**src/rtl/token_tx.sv**
```systemverilog
// -----------------------------------------------------------------------------
// token_tx -- USB token packet transmitter
//
// Accepts a token request (PID + address/endpoint, or frame number for SOF),
// computes the CRC5 over the 11-bit token field and emits a three-byte packet
// toward the link-phy on a valid/ready byte stream. After each packet a
// programmable number of idle cycles is inserted before the next request is
// accepted. Requests carrying a PID that is not a legal token are dropped
// and flagged with a one-cycle pid_err pulse.
//
// Build option:
//   TOKEN_TX_SOF_EN  when defined, PID 0101 (SOF) is legal and its 11-bit field
//                    comes from i_token_tx_frame. When undefined, SOF is
//                    rejected like any other illegal PID and the frame port
//                    is present but unused.
//
// Ports:
//   i_token_tx_clk       clock, all state changes on its rising edge
//   i_token_tx_rst_n     asynchronous active-low reset
//   i_token_tx_pid       token PID (OUT 0001, IN 1001, SETUP 1101, SOF 0101)
//   i_token_tx_addr      device address (ignored for SOF)
//   i_token_tx_endp      endpoint number (ignored for SOF)
//   i_token_tx_frame     frame number (SOF only)
//   i_token_tx_valid     request valid
//   o_token_tx_ready     request accepted when valid && ready (high in IDLE only)
//   i_token_tx_gap       idle cycles inserted after each packet
//   o_token_tx_lp_sop    first byte of packet
//   o_token_tx_lp_eop    last byte of packet
//   o_token_tx_lp_valid  byte stream valid
//   o_token_tx_lp_data   byte stream data
//   i_token_tx_lp_ready  link-phy accepts a byte when valid && ready
//   o_token_tx_pid_err   one-cycle pulse when a request is dropped
// -----------------------------------------------------------------------------
module token_tx (
    input  logic        i_token_tx_clk,
    input  logic        i_token_tx_rst_n,
    input  logic [3:0]  i_token_tx_pid,
    input  logic [6:0]  i_token_tx_addr,
    input  logic [3:0]  i_token_tx_endp,
    input  logic [10:0] i_token_tx_frame,
    input  logic        i_token_tx_valid,
    output logic        o_token_tx_ready,
    input  logic [5:0]  i_token_tx_gap,
    output logic        o_token_tx_lp_sop,
    output logic        o_token_tx_lp_eop,
    output logic        o_token_tx_lp_valid,
    output logic [7:0]  o_token_tx_lp_data,
    input  logic        i_token_tx_lp_ready,
    output logic        o_token_tx_pid_err
);

    typedef enum logic [2:0] {
        ST_IDLE  = 3'd0,
        ST_BYTE0 = 3'd1,
        ST_BYTE1 = 3'd2,
        ST_BYTE2 = 3'd3,
        ST_GAP   = 3'd4
    } state_t;

    localparam logic [3:0] PID_OUT   = 4'b0001;
    localparam logic [3:0] PID_IN    = 4'b1001;
    localparam logic [3:0] PID_SETUP = 4'b1101;
    localparam logic [3:0] PID_SOF   = 4'b0101;

    state_t      state_reg, state_next;
    logic [3:0]  pid_reg, pid_next;
    logic [10:0] field_reg, field_next;
    logic [4:0]  crc_reg, crc_next;
    logic [5:0]  cnt_reg, cnt_next;
    logic        pid_err_reg, pid_err_next;

    logic        pid_legal;
    logic [10:0] field_in;
    logic [4:0]  crc_calc;
    logic [4:0]  crc_out;
    logic        crc_fb;

    // ------------------------------------------------------------------
    // PID legality and selection of the 11-bit token field
    // ------------------------------------------------------------------
`ifdef TOKEN_TX_SOF_EN
    always_comb begin
        pid_legal = (i_token_tx_pid == PID_OUT)   ||
                    (i_token_tx_pid == PID_IN)    ||
                    (i_token_tx_pid == PID_SETUP) ||
                    (i_token_tx_pid == PID_SOF);
        field_in  = (i_token_tx_pid == PID_SOF) ? i_token_tx_frame
                                                : {i_token_tx_endp, i_token_tx_addr};
    end
`else
    // Frame number is only meaningful for SOF, which this build rejects.
    logic unused_frame;
    assign unused_frame = ^i_token_tx_frame;

    always_comb begin
        pid_legal = (i_token_tx_pid == PID_OUT) ||
                    (i_token_tx_pid == PID_IN)  ||
                    (i_token_tx_pid == PID_SETUP);
        field_in  = {i_token_tx_endp, i_token_tx_addr};
    end
`endif

    // ------------------------------------------------------------------
    // Serial CRC5 (x^5 + x^2 + 1, seed 11111) unrolled over the 11 field
    // bits, LSB first. Evaluated on the incoming field so the result can be
    // latched in the same cycle the request is accepted.
    // ------------------------------------------------------------------
    always_comb begin
        crc_calc = 5'b11111;
        crc_fb   = 1'b0;
        for (int i = 0; i < 11; i++) begin
            crc_fb   = field_in[i] ^ crc_calc[4];
            crc_calc = {crc_calc[3:0], 1'b0} ^ (crc_fb ? 5'b00101 : 5'b00000);
        end
    end

    // Transmitted CRC is the inverted register, bit-reversed so that c[4]
    // lands in byte bit 3 and c[0] in byte bit 7.
    generate
        for (genvar gi = 0; gi < 5; gi++) begin : g_crc_rev
            assign crc_out[gi] = ~crc_calc[4 - gi];
        end
    endgenerate

    // ------------------------------------------------------------------
    // State and datapath registers
    // ------------------------------------------------------------------
    always_ff @(posedge i_token_tx_clk or negedge i_token_tx_rst_n) begin
        if (!i_token_tx_rst_n) begin
            state_reg   <= ST_IDLE;
            pid_reg     <= 4'h0;
            field_reg   <= 11'h000;
            crc_reg     <= 5'h00;
            cnt_reg     <= 6'h00;
            pid_err_reg <= 1'b0;
        end else begin
            state_reg   <= state_next;
            pid_reg     <= pid_next;
            field_reg   <= field_next;
            crc_reg     <= crc_next;
            cnt_reg     <= cnt_next;
            pid_err_reg <= pid_err_next;
        end
    end

    // ------------------------------------------------------------------
    // Next-state and outputs. Byte outputs are decoded from the current
    // state and registered fields, so they stay stable while stalled and
    // vanish immediately when reset forces the state back to IDLE.
    // ------------------------------------------------------------------
    always_comb begin
        state_next          = state_reg;
        pid_next            = pid_reg;
        field_next          = field_reg;
        crc_next            = crc_reg;
        cnt_next            = cnt_reg;
        pid_err_next        = 1'b0;
        o_token_tx_ready    = 1'b0;
        o_token_tx_lp_valid = 1'b0;
        o_token_tx_lp_sop   = 1'b0;
        o_token_tx_lp_eop   = 1'b0;
        o_token_tx_lp_data  = 8'h00;

        case (state_reg)
            ST_IDLE: begin
                o_token_tx_ready = 1'b1;
                if (i_token_tx_valid) begin
                    if (pid_legal) begin
                        pid_next   = i_token_tx_pid;
                        field_next = field_in;
                        crc_next   = crc_out;
                        state_next = ST_BYTE0;
                    end else begin
                        pid_err_next = 1'b1;
                    end
                end
            end

            ST_BYTE0: begin
                o_token_tx_lp_valid = 1'b1;
                o_token_tx_lp_sop   = 1'b1;
                o_token_tx_lp_data  = {~pid_reg, pid_reg};
                if (i_token_tx_lp_ready) begin
                    state_next = ST_BYTE1;
                end
            end

            ST_BYTE1: begin
                o_token_tx_lp_valid = 1'b1;
                o_token_tx_lp_data  = field_reg[7:0];
                if (i_token_tx_lp_ready) begin
                    state_next = ST_BYTE2;
                end
            end

            ST_BYTE2: begin
                o_token_tx_lp_valid = 1'b1;
                o_token_tx_lp_eop   = 1'b1;
                o_token_tx_lp_data  = {crc_reg, field_reg[10:8]};
                if (i_token_tx_lp_ready) begin
                    // Gap length is captured at the final byte transfer.
                    if (i_token_tx_gap == 6'd0) begin
                        state_next = ST_IDLE;
                    end else begin
                        cnt_next   = i_token_tx_gap;
                        state_next = ST_GAP;
                    end
                end
            end

            ST_GAP: begin
                // cnt_reg holds the number of GAP cycles still to spend,
                // including the current one.
                if (cnt_reg <= 6'd1) begin
                    cnt_next   = 6'd0;
                    state_next = ST_IDLE;
                end else begin
                    cnt_next = cnt_reg - 6'd1;
                end
            end

            default: begin
                state_next = ST_IDLE;
            end
        endcase
    end

    assign o_token_tx_pid_err = pid_err_reg;

endmodule

```
**config.mk**
```make
export PLATFORM = sky130hd
export DESIGN_NAME = token_tx
export DESIGN_NICKNAME = d
export VERILOG_FILES = /design/src/rtl/token_tx.sv
export SDC_FILE = /design/constraint.sdc
export NUM_CORES = 1
export LEC_CHECK = 0
export CAP_MARGIN = 10
export CELL_PAD_IN_SITES_DETAIL_PLACEMENT = 1
export CELL_PAD_IN_SITES_GLOBAL_PLACEMENT = 1
export CORE_UTILIZATION = 33
export CTS_CLUSTER_SIZE = 28
export DETAILED_ROUTE_END_ITERATION = 10
export GPL_TIMING_DRIVEN = 0
export PLACE_DENSITY = 0.87
export SLEW_MARGIN = 20
export SYNTH_ARGS = -nofsm -noshare
export SYNTH_HDL_FRONTEND = slang
export SYNTH_SLANG_ARGS = --single-unit
```
**constraint.sdc**
```tcl
create_clock -name i_token_tx_clk -period 1.64 [get_ports i_token_tx_clk]
set_input_delay 0.246 -clock i_token_tx_clk [delete_from_list [all_inputs] [get_ports i_token_tx_clk]]
set_output_delay 0.246 -clock i_token_tx_clk [all_outputs]
set_load 0.02 [all_outputs]
```
# == Word-level counts from Yosys, hierarchy flattened ==
# Index checks and enable logic that the tools add are counted.
# Widths: inputs -> output; s select.
# word_totals
register_bits,30
input_bits,36
out_inout_bits,13
word_cells,89
# op_classes
n_addsub,1
order_cmp,1
eq_ne,14
muxes,31
n_bitwise,27
n_reduce_logical,9
# ops
operator,n
$mux 3,18
$xor 5x3->5,10
$pmux 8 s3,1
$mux 6,3
$pmux 3 s5,1
$ne 2x2->1 const B,7
$pmux 6 s2,1
$xor 1x1->1,10
$eq 4x4->1 const B,2
$mux 1,7
$eq 3x2->1 const B,2
$le 6x1->1 const B,1
$logic_not 6->1,1
$reduce_and 3->1,2
$reduce_and 6->1,1
$sub 6x1->6 const B,1
$not 1->1,5
$eq 4x1->1 const B,1
$not 2->4,1
$not 4->4,1
$eq 3x1->1 const B,1
$eq 3x3->1 const B,1
$logic_not 3->1,1
$reduce_or 3->1,1
2 further kinds,3

# == Depth between registers and ports, before layout ==
# logic_depth
word_depth,33
ltp_mapped,6
mapped_depth_nobuf,6

# == Least setup slack after synthesis ==
# OpenSTA, ideal clock, no wires.
# synth_path
path_kind,flip-flop to output port
from,reg state_reg[0]
to,out o_token_tx_lp_data[0]
t_arrival_ns,1.448
required_ns,1.394
slack_ns,-0.054
stages_incl_launch_ff,6
n_path_buf,2
path_cell_list,dfrtp_1 clkbuf_8 clkbuf_1 nor2b_1 a22oi_1 nor2_1
# synth_via
elab_chain_cells,2
word_cells_on_any_way,4
cone_classes,eq/ne: 3; mux: 1
# synth_lines
element,line,source
"start, declared",65,"state_t state_reg, state_next;"
"start signal, assigned",137,state_reg <= state_next;
$eq 3x2->1 / $eq 3x1->1 (equally long branches),164,case (state_reg)
$pmux 8 s3 *,164,
"end, declared",47,"output logic [7:0] o_token_tx_lp_data,"
# Mark *: on every way between the ends. The rest lies on a longest branch, timed or not.

# == Worst setup path after layout ==
# layout_path
from,reg state_reg[0]
to,reg field_reg[7]
# layout_via
elab_chain_cells,2
# layout_lines
element,line,source
$logic_not 3->1,164,
$reduce_and 3->1 (no source line),--,
"end signal, assigned",139,field_reg <= field_next;
"end, declared",67,"logic [10:0] field_reg, field_next;"
# Every way passes these cells.
# A chain may end at the register's enable or synchronous reset.

==> parameters.txt <==
Parameter                              Value

Outcome
  Outcome    finished, violations left
  Failing checks    negative hold slack, negative setup slack

Critical path
  Reg-to-reg slack, setup    -270 ps
  Number of buffers and inverters on the critical path    4
  Worst setup path startpoint    state_reg[0]
  Type of the worst setup path    flop to flop
  Cells along the critical path    buf_8 -> buf_4 -> buf_4 -> nor3_4 -> nand4b_4 -> clkbuf_16 -> mux2_2
  Nature of the critical path endpoint    flop
  Delay of the slowest cell on the worst path    400 ps
  Reg-to-Reg Start    state_reg[0]
  Worst Path Arrival    2080 ps
  Kind of cell with the highest combined delay on the critical path    buffers and inverters
  Type of element launching the critical path    flop
  Worst-path cell with the longest stage delay    sky130_fd_sc_hd__dfrtp_1
  Cell mode on critical path    sky130_fd_sc_hd__buf_4
  Crit-path max FO    7
  Required time reported for the critical path endpoint    1810 ps

Timing
  Setup slack after layout    -270 ps
  Endpoints failing hold    9
  Setup clock skew after layout    14.0 ps
  Unrepaired setup endpoints after global routing    true
  Slew Limit Headroom    0.523
  Final worst path period share    1.16
  Maximum clock rate    0.524 GHz
  Actual transition at the worst max-transition pin    715 ps
  Fin crit period    1910 ps
  Endpoints failing setup    36
  Worst slack on hold paths    -4.48 ps
  Count of final max-slew check failures    0

Route
  Detailed-route vias per instance    5.18
  Remaining routing DRC violations    0
  Total vias in the final route    1,612
  Per-cell routed wire length    20.6 µm
  Detailed-routing iteration count for the pre-antenna-repair pass    4
  Starting DRC count in detailed routing    78
  Routed Wire Length    6400 µm
  Final ANT Viol Nets    0

Placed design
  Half-perimeter wire length after detailed placement    3510 µm
  Routability Congestion    0.794
  Placed Instances    277
  Placed Instance Area    0.00229 mm²
  Quantity of I/O buffers inserted on ports    37

Clock network
  Clock tree from TritonCTS    done
  Clock latency of the later-clocked register in the worst-skew pair    300 ps
  Hold buffers post-CTS    0
  Maximum count of clock buffers along a single path    2
  Number of H-tree levels    2
  Number of clock sinks seen by CTS    30
  Total clock buffers created by CTS    5
  Clock tree root buffer cell    sky130_fd_sc_hd__clkbuf_8
  Clock transition at path regs    80 ps

Floorplan
  Number of standard-cell rows in the floorplan    26
  Overall die height    76.2 µm
  Die outline width    76.2 µm
  Area of the die    0.00581 mm²
  Top Ports    49
  Initial core utilization    0.349
  Placeable Area    0.00520 mm²

Yosys
  Area contributors post-synth    sky130_fd_sc_hd__dfrtp_1 41%, sky130_fd_sc_hd__mux2_2 14%, sky130_fd_sc_hd__xnor2_1 5.8%
  Synth area leader    sky130_fd_sc_hd__dfrtp_1
  Yosys warning total    0
  Number of nets in the synthesized netlist    208
  Distinct cell type count of the synthesized netlist    41
  Proportion of netlist area held by the largest area contributor    0.413
  Sequential-to-total area share from yosys stat    0.413
  Cell area after synthesis    0.00182 mm²
  Number of flip-flops and latches in the synthesized netlist    30
  Post-synthesis area per instance    10.7 µm²
  Count of mapped cells out of synthesis    170

Cells and area
  Area used by multi-input combinational logic    0.00124 mm²
  Number of flip-flops under the largest register name    11
  Most frequent standard cell in the layout excluding fill and tap cells    sky130_fd_sc_hd__dfrtp_1
  Number of cells in the finished layout apart from fillers    311
  Net total in the final layout    279
  Storage element area    753 µm²
  Leading cell types in the layout, fill and taps excluded    28 x sky130_fd_sc_hd__dfrtp_1, 24 x sky130_fd_sc_hd__clkdlybuf4s50_1, 19 x sky130_fd_sc_hd__buf_4
  Total inserted antenna cells    0
  Area Overhead vs Synth    59.6%
  Fraction of final layout cells sized beyond drive strength 1    0.506
  Total non-filler cell area in the finished layout    0.00290 mm²
  Filler cells    554

Power and ir drop
  Pint    3.19 mW
  Net load switching power    2.34 mW
  Sequential Power Share    0.249
  Clock share of power    0.105
  Switching part of the total power    0.424
  Power density over the cells    1910 mW/mm²
  Maximum vdd drop    0.000679 V
  Logic gate share of total power    0.646
  Leakage power summed over all cells    1.28 nW

Min path
  Type of the worst min-delay path    input port to async pin

Global route
  Overflow left after global routing    0
  First-pass GRT wire length    10,000 µm
  Overall fraction of global-route tracks in use    0.228
  Number of global-route vias before repair    1,850
  Number of antenna violations at the first check in global routing    0
  Pin count of the biggest net entering global routing    31

Flow run
  Total of max-cap violations    0
==> per-layer routing <==
metal,routed length (µm),track usage
met1,2740,0.277
met4,208,0.121
met5,0,0
met2,3260,0.387
met3,189,0.0383
==> path summary, 6_finish.rpt <==
| path | endpoint | cells after the start |
|---|---|---|
| min | field_reg[1] | 1 |
| max in group asynchronous | cnt_reg[3] | 1 |
| max reg2reg | field_reg[7] | 7 |
| min in group i_token_tx_clk | field_reg[0] | 1 |
| max | field_reg[7] | 7 |
| min reg2reg | field_reg[0] | 1 |
==> metrics by stage <==
stage	util	hold WS (ps)	setup WS, ps	TNS [ps]	total power [mW]
4_1_cts	0.531	18.5	-238	-4670	5.09
3_3_place_gp	0.441	458	-807	-16630	3.73
2_1_floorplan	-	-49.6	0.941	0	2.94
6_report	0.557	-4.48	-270	-6690	5.53
3_5_place_dp	0.440	328	-866	-12070	3.84
5_1_grt	0.557	51.1	-310	-8620	5.83
==> cell usage after synthesis <==
cell	n
sky130_fd_sc_hd__o31ai_1	2
sky130_fd_sc_hd__nand2b_1	3
sky130_fd_sc_hd__a2bb2oi_1	1
sky130_fd_sc_hd__a22o_1	4
sky130_fd_sc_hd__xnor3_1	2
sky130_fd_sc_hd__and2_1	1
sky130_fd_sc_hd__buf_2	1
sky130_fd_sc_hd__nor4_1	1
sky130_fd_sc_hd__or3_1	1
sky130_fd_sc_hd__nand2_1	13
sky130_fd_sc_hd__a21oi_1	6
sky130_fd_sc_hd__nand3b_1	2
sky130_fd_sc_hd__or2_2	1
sky130_fd_sc_hd__nor3b_4	1
sky130_fd_sc_hd__or4_4	1
sky130_fd_sc_hd__o41ai_2	1
sky130_fd_sc_hd__mux2_2	23
sky130_fd_sc_hd__or4_1	1
sky130_fd_sc_hd__nor3_1	1
sky130_fd_sc_hd__o21ai_0	4
sky130_fd_sc_hd__o21ai_4	1
sky130_fd_sc_hd__o221ai_1	2
sky130_fd_sc_hd__o21a_1	1
sky130_fd_sc_hd__ha_1	2
sky130_fd_sc_hd__clkbuf_8	2
sky130_fd_sc_hd__xnor2_1	12
sky130_fd_sc_hd__mux2i_1	1
sky130_fd_sc_hd__o21ai_1	3
sky130_fd_sc_hd__nor3_4	1
sky130_fd_sc_hd__a221oi_1	1
sky130_fd_sc_hd__o211ai_1	2
sky130_fd_sc_hd__inv_1	3
sky130_fd_sc_hd__nand4b_2	1
sky130_fd_sc_hd__clkbuf_1	5
sky130_fd_sc_hd__or2b_1	1
sky130_fd_sc_hd__dfrtp_1	30
sky130_fd_sc_hd__xor2_1	3
sky130_fd_sc_hd__nor2_1	20
sky130_fd_sc_hd__a22oi_1	4
sky130_fd_sc_hd__or3b_2	1
sky130_fd_sc_hd__nor2b_1	4
==> worst register-to-register path, cell delays in order, from the launching register on <==
cell and delay (ps):
sky130_fd_sc_hd__dfrtp_1 400, sky130_fd_sc_hd__buf_8 150, sky130_fd_sc_hd__buf_4 140, sky130_fd_sc_hd__buf_4 130, sky130_fd_sc_hd__nor3_4 190, sky130_fd_sc_hd__nand4b_4 260
sky130_fd_sc_hd__clkbuf_16 250, sky130_fd_sc_hd__mux2_2 270
==> cell families (layout without fill, tap and decap cells) <==
logic type / count (synthesis) / count (layout) / share of synthesized area
compound gates: 32 / 32 / 0.129
mux: 24 / 24 / 0.148
buf+inv: 11 / 82 / 0.0344
simple gates: 54 / 54 / 0.164
fa+ha+maj: 2 / 2 / 0.0138
xor+xnor: 17 / 17 / 0.0971
flops: 30 / 30 / 0.413
==> power by group through the flow <==
stage                     sequential, mW  combinational [mW]  clock, mW
final                               1.38                3.57      0.579
after floorplan                     1.28                1.66          0
after global placement              1.33                2.39          0
after CTS                           1.32                3.19      0.577
after global routing                1.42                3.78      0.634
after detailed placement            1.36                2.48          0
==> final cells by class <==
| type | instances | area share |
|---|---|---|
| multi-input combinational | 129 | 0.426 |
| inverter | 3 | 0.00388 |
| tap | 70 | 0.0302 |
| clock buffer | 5 | 0.0237 |
| sequential | 30 | 0.260 |
| clock inverter | 2 | 0.00345 |
| timing repair buffer | 65 | 0.216 |
| buffer | 7 | 0.0363 |
==> timing repair <==
action                                  CTS  global route
resized for setup                       115            34
pin swaps                                19             9
endpoints found under the setup margin   30            38
cloned                                    2             0
setup buffers                            23             3
No activity file was read; power rests on OpenSTA's default activity.
